`src/rtl/uart_send_fifo.sv`:
```
// UART transmitter with elaboration-time frame format and baud rate, fed by a
// small input FIFO so queued bytes go out back-to-back.
module uart_send_fifo #(
    parameter int CLK_FREQ   = 50_000_000,
    parameter int BAUD       = 115200,
    parameter int DATA_BITS  = 8,
    parameter int PARITY     = 0,
    parameter int STOP_BITS  = 1,
    parameter int FIFO_DEPTH = 4
) (
    input  logic                 clk,
    input  logic                 rstn,
    input  logic                 SendEn,
    input  logic [DATA_BITS-1:0] SendData,
    output logic                 SendFull,
    output logic                 SendErr,
    output logic                 SendBusy,
    output logic                 SendDone,
    output logic                 UartTx
);

    localparam int BAUD_DIV = (CLK_FREQ + BAUD / 2) / BAUD;
    localparam int CNT_W    = (BAUD_DIV > 1) ? $clog2(BAUD_DIV) : 1;
    localparam int PTR_W    = (FIFO_DEPTH > 1) ? $clog2(FIFO_DEPTH) : 1;

    localparam logic [CNT_W-1:0] BAUD_LAST = CNT_W'(BAUD_DIV - 1);
    localparam logic [3:0]       DATA_LAST = 4'(DATA_BITS - 1);
    localparam logic [3:0]       STOP_LAST = 4'(STOP_BITS - 1);
    localparam logic [PTR_W:0]   DEPTH_CNT = (PTR_W + 1)'(FIFO_DEPTH);

    generate
        if (DATA_BITS < 5 || DATA_BITS > 9 || PARITY < 0 || PARITY > 2 ||
            STOP_BITS < 1 || STOP_BITS > 2 || FIFO_DEPTH < 2 ||
            (FIFO_DEPTH & (FIFO_DEPTH - 1)) != 0 || BAUD_DIV < 2) begin : gCfgCheck
            $error("uart_send_fifo: illegal parameter combination");
        end
    endgenerate

    typedef enum logic [2:0] {
        ST_IDLE   = 3'd0,
        ST_START  = 3'd1,
        ST_DATA   = 3'd2,
        ST_PARITY = 3'd3,
        ST_STOP   = 3'd4
    } state_t;

    // Even parity is the XOR of the data bits; odd parity is its inverse.
    function automatic logic calcParity(input logic [DATA_BITS-1:0] word);
        logic p;
        p = ^word;
        return (PARITY == 1) ? ~p : p;
    endfunction

    logic [DATA_BITS-1:0] fifoMem_r [FIFO_DEPTH];
    logic [PTR_W-1:0]     wrPtr_r;
    logic [PTR_W-1:0]     rdPtr_r;
    logic [PTR_W:0]       count_r;
    logic [PTR_W:0]       countNext_s;
    logic                 full_r;
    logic                 push_s;
    logic                 pop_s;

    state_t               state_r;
    state_t               stateNext_s;
    logic [CNT_W-1:0]     baudCnt_r;
    logic [3:0]           bitIdx_r;
    logic [DATA_BITS-1:0] shift_r;
    logic                 parityBit_r;
    logic                 bitEnd_s;
    logic                 frameEnd_s;
    logic                 txBit_s;

    logic                 tx_r;
    logic                 done_r;
    logic                 err_r;
    logic                 busy_r;

    // Full is a registered flag, so a write seen while full is dropped even if a pop happens on the same edge.
    assign push_s   = SendEn & ~full_r;
    assign bitEnd_s = (baudCnt_r == BAUD_LAST);

    // Next FIFO occupancy from the push/pop pair.
    always_comb begin
        countNext_s = count_r;
        case ({push_s, pop_s})
            2'b10:   countNext_s = count_r + (PTR_W + 1)'(1);
            2'b01:   countNext_s = count_r - (PTR_W + 1)'(1);
            default: countNext_s = count_r;
        endcase
    end

    // FIFO storage, pointers, occupancy and full flag.
    always_ff @(posedge clk or negedge rstn) begin
        if (!rstn) begin
            wrPtr_r <= '0;
            rdPtr_r <= '0;
            count_r <= '0;
            full_r  <= 1'b0;
            for (int i = 0; i < FIFO_DEPTH; i++) begin
                fifoMem_r[i] <= '0;
            end
        end else begin
            if (push_s) begin
                fifoMem_r[wrPtr_r] <= SendData;
                wrPtr_r            <= wrPtr_r + PTR_W'(1);
            end
            if (pop_s) begin
                rdPtr_r <= rdPtr_r + PTR_W'(1);
            end
            count_r <= countNext_s;
            full_r  <= (countNext_s == DEPTH_CNT);
        end
    end

    // Frame sequencing; a pending word is popped straight from STOP into START.
    always_comb begin
        stateNext_s = state_r;
        pop_s       = 1'b0;
        frameEnd_s  = 1'b0;
        case (state_r)
            ST_IDLE: begin
                if (count_r != '0) begin
                    pop_s       = 1'b1;
                    stateNext_s = ST_START;
                end else begin
                    stateNext_s = ST_IDLE;
                end
            end
            ST_START: begin
                if (bitEnd_s) begin
                    stateNext_s = ST_DATA;
                end else begin
                    stateNext_s = ST_START;
                end
            end
            ST_DATA: begin
                if (bitEnd_s && bitIdx_r == DATA_LAST) begin
                    stateNext_s = (PARITY != 0) ? ST_PARITY : ST_STOP;
                end else begin
                    stateNext_s = ST_DATA;
                end
            end
            ST_PARITY: begin
                if (bitEnd_s) begin
                    stateNext_s = ST_STOP;
                end else begin
                    stateNext_s = ST_PARITY;
                end
            end
            ST_STOP: begin
                if (bitEnd_s && bitIdx_r == STOP_LAST) begin
                    frameEnd_s = 1'b1;
                    if (count_r != '0) begin
                        pop_s       = 1'b1;
                        stateNext_s = ST_START;
                    end else begin
                        stateNext_s = ST_IDLE;
                    end
                end else begin
                    stateNext_s = ST_STOP;
                end
            end
            default: begin
                stateNext_s = ST_IDLE;
            end
        endcase
    end

    // Line level for the current state.
    always_comb begin
        txBit_s = 1'b1;
        case (state_r)
            ST_IDLE:   txBit_s = 1'b1;
            ST_START:  txBit_s = 1'b0;
            ST_DATA:   txBit_s = shift_r[0];
            ST_PARITY: txBit_s = parityBit_r;
            ST_STOP:   txBit_s = 1'b1;
            default:   txBit_s = 1'b1;
        endcase
    end

    // State register, baud counter, bit index and shift register.
    always_ff @(posedge clk or negedge rstn) begin
        if (!rstn) begin
            state_r     <= ST_IDLE;
            baudCnt_r   <= '0;
            bitIdx_r    <= 4'd0;
            shift_r     <= '0;
            parityBit_r <= 1'b0;
        end else begin
            state_r <= stateNext_s;
            if (state_r == ST_IDLE || bitEnd_s) begin
                baudCnt_r <= '0;
            end else begin
                baudCnt_r <= baudCnt_r + CNT_W'(1);
            end
            if (stateNext_s != state_r) begin
                bitIdx_r <= 4'd0;
            end else if (bitEnd_s) begin
                bitIdx_r <= bitIdx_r + 4'd1;
            end
            if (pop_s) begin
                shift_r     <= fifoMem_r[rdPtr_r];
                parityBit_r <= calcParity(fifoMem_r[rdPtr_r]);
            end else if (state_r == ST_DATA && bitEnd_s) begin
                shift_r <= shift_r >> 1;
            end
        end
    end

    // Registered outputs; the line lags the state by one cycle, and done/busy are aligned with it.
    always_ff @(posedge clk or negedge rstn) begin
        if (!rstn) begin
            tx_r   <= 1'b1;
            done_r <= 1'b0;
            err_r  <= 1'b0;
            busy_r <= 1'b0;
        end else begin
            tx_r   <= txBit_s;
            done_r <= frameEnd_s;
            err_r  <= SendEn & full_r;
            busy_r <= push_s | (count_r != '0) | (state_r != ST_IDLE);
        end
    end

    assign UartTx   = tx_r;
    assign SendDone = done_r;
    assign SendErr  = err_r;
    assign SendBusy = busy_r;
    assign SendFull = full_r;

endmodule

```
`config.mk`:
```
export PLATFORM = sky130hd
export DESIGN_NAME = uart_send_fifo
export DESIGN_NICKNAME = d
export VERILOG_FILES = /design/src/rtl/uart_send_fifo.sv
export SDC_FILE = /design/constraint.sdc
export NUM_CORES = 1
export LEC_CHECK = 0
export BUFFER_PORTS_ARGS = -buffer_cell sky130_fd_sc_hd__buf_2
export CAP_MARGIN = 20
export CORE_ASPECT_RATIO = 1.75
export CORE_MARGIN = 3
export CORE_UTILIZATION = 45
export CTS_BUF_LIST = sky130_fd_sc_hd__clkbuf_4 sky130_fd_sc_hd__clkbuf_8 sky130_fd_sc_hd__clkbuf_16
export DETAILED_ROUTE_END_ITERATION = 8
export GPL_TIMING_DRIVEN = 0
export HOLD_SLACK_MARGIN = 0.06
export PLACE_DENSITY = 0.68
export SKIP_CTS_REPAIR_TIMING = 1
export SLEW_MARGIN = 20
export SYNTH_ARGS = -nofsm -noshare
export SYNTH_HDL_FRONTEND = slang
export SYNTH_SLANG_ARGS = --single-unit
```
`constraint.sdc`:
```
create_clock -name clk -period 3.08 [get_ports clk]
set_input_delay 0.924 -clock clk [delete_from_list [all_inputs] [get_ports clk]]
set_output_delay 0.924 -clock clk [all_outputs]
set_load 0.02 [all_outputs]
```
=== Word level (Yosys, flattened, before mapping) ===
Cells that the tools add are included.

* Register bits after elaboration: 69
* Bits in latches: 0
* Memory bits (writable): 0
* ROM bits: 0
* Output and inout port bits: 5
* Logic and storage cells: 79
* Memories kept: 0

* Add/sub/neg operators: 6
* Multipliers: 0
* Div/mod/pow operators: 0
* Magnitude comparators: 3
* Eq/ne operators: 10
* Shift operators: 0
* Multiplexer cells: 24
* Bitwise gates (word level): 7
* Reduce and logical (&&, ||, !) cells: 12

{| class="wikitable"
|+ Operators by type and width
! cell !! number
|-
| 8-bit two-way mux || 5
|-
| 32-bit bitwise mux || 1
|-
| 8-bit binary-select mux with 2-bit select || 1
|-
| 8-bit demux with 2-bit select || 1
|-
| 3-bit one-hot mux with 5 select lines || 1
|-
| 9-bit by 1-bit adder with 9-bit output (second input constant) || 1
|-
| 9-bit equality test (second input constant) || 1
|-
| 3-bit two-way mux || 3
|-
| 9-bit two-way mux || 1
|-
| 4-bit two-way mux || 2
|-
| 8-bit XOR reduction || 1
|-
| 3-bit by 2-bit equality test with 1-bit output (second input constant) || 2
|-
| 3-bit equality test (second input constant) || 2
|-
| 3-bit greater-or-equal comparator (second input constant) || 2
|-
| 2-bit NOT with 3-bit output || 2
|-
| 3-bit one-hot mux with 2 select lines || 1
|-
| 3-bit nonzero test || 2
|-
| 1-bit two-way mux || 5
|-
| 2-bit by 1-bit adder with 2-bit output (second input constant) || 2
|-
| 4-bit by 1-bit adder with 4-bit output (second input constant) || 1
|-
| 4-bit by 3-bit equality test with 1-bit output (second input constant) || 1
|-
| 1-bit logical AND || 4
|-
| 4-bit zero test || 1
|-
| 2-bit nonzero test || 2
|-
| other kinds (15) || 17
|}

=== Depth between registers and ports, before layout ===
* Depth after elaboration: 7
* Gate-level depth with buffers: 13

=== Worst setup path after synthesis ===
Ideal clock, no wire load.

* Path type: register to register
* Start point: reg bitIdx_r[0]
* End point: reg full_r (netlist: SendFull)
* Library setup time: 0.088 ns
* Data arrival time: 2.724 ns
* Data required time: 2.992 ns
* Path slack: 0.268 ns
* Cell stages (with the launch flop): 12
* Path buffers: 1
* Clock period less this slack: 2.812 ns
* Cell sequence: dfrtp_1 inv_1 ha_1 nor3b_1 nand3_2 a2111o_4 clkinv_8 buf_12 ha_1 fa_1 mux2_2 nor3b_1

* Word-level cells in the longest chain between the ends: 7

{| class="wikitable"
|+ RTL lines
! element !! RTL line !! RTL
|-
| start: declaration || 66 || <nowiki>logic [3:0] bitIdx_r;</nowiki>
|-
| start signal: assignment || 200 || <nowiki>bitIdx_r <= bitIdx_r + 4'd1;</nowiki>
|-
| 4-bit zero test (*) || 151 || <nowiki>if (bitEnd_s && bitIdx_r == STOP_LAST) begin</nowiki>
|-
| 1-bit logical AND (*) || 151 ||
|-
| 1-bit two-way mux (*) || 151 ||
|-
| 1-bit one-hot mux with 2 select lines (*) || 120 || <nowiki>case (state_r)</nowiki>
|-
| 2-bit by 1-bit equality test with 1-bit output / 2-bit equality test (equally long branches) || 85 || <nowiki>case ({push_s, pop_s})</nowiki>
|-
| 3-bit one-hot mux with 2 select lines (*) || 85 ||
|-
| via countNext_s[1] || 58 || <nowiki>logic [PTR_W:0] countNext_s;</nowiki>
|-
| 3-bit equality test (*) || 111 || <nowiki>full_r <= (countNext_s == DEPTH_CNT);</nowiki>
|-
| end signal: assignment || 111 ||
|-
| end: declaration || 59 || <nowiki>logic full_r;</nowiki>
|}

Mark *: on every way through the listed nets, which the timed path passes. The rest lies on a longest branch.
A chain may end at the register's enable or synchronous reset.

=== Worst setup path after layout ===
* Start point: reg bitIdx_r[1]
* End point: reg full_r (netlist: SendFull)

The elaborated chain is that of the path after synthesis.

==> metrics.txt <==
status=finished clean; final worst-path cycle share=93.7%; Worst Path Max Fanout=10; most common cell after layout, fill and taps aside=dfrtp_1; Worst path slowest cell=a2111o_4; Required @ worst endpoint=3.33 ns; Peak Freq=346 MHz; Crit path largest cell delay=0.53 ns; sequential cell area=0.00173 mm2; Root Buffer=clkbuf_16; number of synthesized flops with an enable pin=0; TritonCTS buffer count=9; first-pass GRT wire length=9630 um; largest net degree at the start of global routing=53; clock buffer depth=2; switch share=29.3%; area share of the largest cell type after synthesis=51.6%; clk slew on worst S/H paths=0.05 ns; final instance area=0.00390 mm2; Overall Power=0.00414 W; gpl congestion=0.743; final wirelength=5630 um; asr flop ratio synth=100%; die area=0.00843 mm2; Leakage=1.75 nW; Worst Setup End Kind=flop; Int Pwr=0.00292 W; vias in the first global route=2,082; Area contributors post-synth=dfrtp_1, mux2_2, mux4_2, xnor2_1, ha_1; Crit path max-delay family=adder cells; DRT Pass-1 Iters=4; Yosys reg bits=69; Max Cap Viol=0; slew at the pin with the worst max-slew slack=0.414 ns; number of buffers and inverters on the critical path=3; post-synthesis cell area=0.00330 mm2; Placed Instance Area=0.00351 mm2; met3 routed wirelength=173 um; drt wl/cell=14.7 um; metal2 WL=3100 um; nets=314; layout cells sized above 1=32.9%; synth unique cells=39; sequential-to-total area share from yosys stat=52.4%; Iteration-0 DRC Markers=73; Critical path origin=bitIdx_r[1]; Antenna Nets Post-Route=0; Setup crit start kind=flop; PD cells=1060 mW/mm2; critical path type=reg2reg; fill count=591; sw power=0.00121 W; DRC Markers=0; most frequent cells in the layout=dfrtp_1, mux2_2, nand2_1, nor2_1, xnor2_1; final worst slack=0.194 ns; Worst slew margin=72.3%; top routing layer in use=met4; VDD IR max=0.664 mV; RSZ-0062 raised after global routing=false; Area growth, synth to finish=18.4%; worst r2r src=bitIdx_r[1]; Sequential Power Share=36.1%; Post-Syn Instances=261; row cnt=40; number of buffers added on ports=15; met1 WL=2220 um; vias per inst=5.26; Final Max Slew Viols=0; Clk pwr share=28.8%; post-placement setup slack=-0.0591 ns; area of the multi-input gates=0.00148 mm2; Synth Warn #=0; Min-Delay Path Class=in2async; routed vias=2,011; Setup-failing EPs final=0; Die Span Y=119 um; Combinational Power Share=35.2%; Diodes inserted=0; Primary FF master, synth=dfrtp_1; total gr overflow=0; hpwl dp=3910 um; CTS tree=built; Hold Slack=0.463 ns; CP cell instances=inv_1 > ha_1 > nor3b_2 > nand3_2 > a2111o_4 > clkinv_8 > buf_12 > ha_1 > fa_1 > mux2_2 > nor3b_2; H-tree depth=3; Hold Vio Cnt, Final=0; fin crit period=2.89 ns; placeable core area=0.00701 mm2; Skew-Pair Late Insertion Delay=0.33 ns; Initial Util=47.1%; area leader, netlist=dfrtp_1; Total GRT Usage=14.9%; die extent in x=70.7 um; Sinks on Clock Net=69; IO Count=16; arrival time worst endpoint=3.14 ns; clock skew=0.00649 ns; Mapped Nets=282; initial antenna violation count=0; syn_area_per_cell=12.6 um2
kinds of logic (layout without fill, tap and decap cells):
logic type               after synthesis  in the layout  share of synthesized area [%]
multiplexers                          47             47                           18.6
buffers and inverters                 18             55                           3.11
AND/OR/NAND/NOR                       74             74                           11.2
XOR/XNOR                              23             23                           6.11
adder cells (fa/ha/maj)               10             10                           4.02
flip-flops                            69             69                           52.4
AO/OA/AOI/OAI                         20             20                           4.55
cell type report:
type                       instances  share of cell area, %
buffer                             9                   1.44
multi-input combinational        174                   37.8
clock buffer                      12                   6.51
clock inverter                     4                   2.44
inverter                           9                   1.19
tap                               84                   2.69
timing repair buffer              21                   3.65
sequential                        69                   44.3
metrics by stage:
step	util, %	std cells	setup TNS [ns]
after global routing	55.7	382	0
after global placement	49.6	360	-0.0164
after CTS	55.0	377	-0.0756
after detailed placement	50.1	361	-0.0591
after floorplan	-	261	0
final	55.7	382	0
sequential cells by signal (all words and copies together), names as in the netlist:
| register | count |
|---|---|
| SendDone | 1 |
| rdPtr_r | 2 |
| SendBusy | 1 |
| UartTx | 1 |
| count_r | 3 |
| wrPtr_r | 2 |
| state_r | 3 |
| SendFull | 1 |
| fifoMem_r | 32 |
| baudCnt_r | 9 |
| SendErr | 1 |
| shift_r | 8 |
| parityBit_r | 1 |
| bitIdx_r | 4 |
worst reg2reg max path, stage by stage (launching register included):
cell and delay (ns):
dfrtp_1 0.39, inv_1 0.08, ha_1 0.17, nor3b_2 0.20, nand3_2 0.12, a2111o_4 0.53
clkinv_8 0.10, buf_12 0.13, ha_1 0.20, fa_1 0.42, mux2_2 0.29, nor3b_2 0.19
cell usage after synthesis, types with 2 or more instances:
cell and instances:
nand2_1 25, nand3b_1 2, clkbuf_1 5, mux2_2 33, nand3_1 6, nor3_1 2
and2_1 2, o21ai_2 6, mux4_2 8, dfrtp_1 68, mux2i_1 6, and4_1 2
inv_1 8, nand2b_1 3, xor2_1 4, nor2_1 22, ha_1 9, nor3b_1 3
xnor2_1 19, o211ai_1 2, a21oi_1 4, o21ai_0 5
power by group through the flow:
stage / registers, W / logic [W] / clock network, W
2_1_floorplan: 0.00145 / 0.00121 / 0
3_3_place_gp: 0.00149 / 0.00142 / 0
3_5_place_dp: 0.00151 / 0.00145 / 0
4_1_cts: 0.00149 / 0.00146 / 0.00122
5_1_grt: 0.00154 / 0.00163 / 0.00126
6_report: 0.00149 / 0.00145 / 0.00119
per-layer routing:
| metal | vias to the layer above | track usage, % |
|---|---|---|
| met3 | 9 | 5.07 |
| met5 | - | 0 |
| li1 | 958 | - |
| met4 | 0 | 7.41 |
| met1 | 1024 | 15.5 |
| met2 | 20 | 26.1 |
path summary, 6_finish.rpt:
path | end | slack (ns) | cells past startpoint
setup / recovery | SendFull | 0.19 | 11
hold reg to reg | parityBit_r | 0.48 | 2
max in group asynchronous | UartTx | 2.04 | 2
setup reg to reg | SendFull | 0.19 | 11
hold / removal | SendFull | 0.46 | 1
min in group clk | parityBit_r | 0.48 | 2
Power figures use the tool's default switching activity.
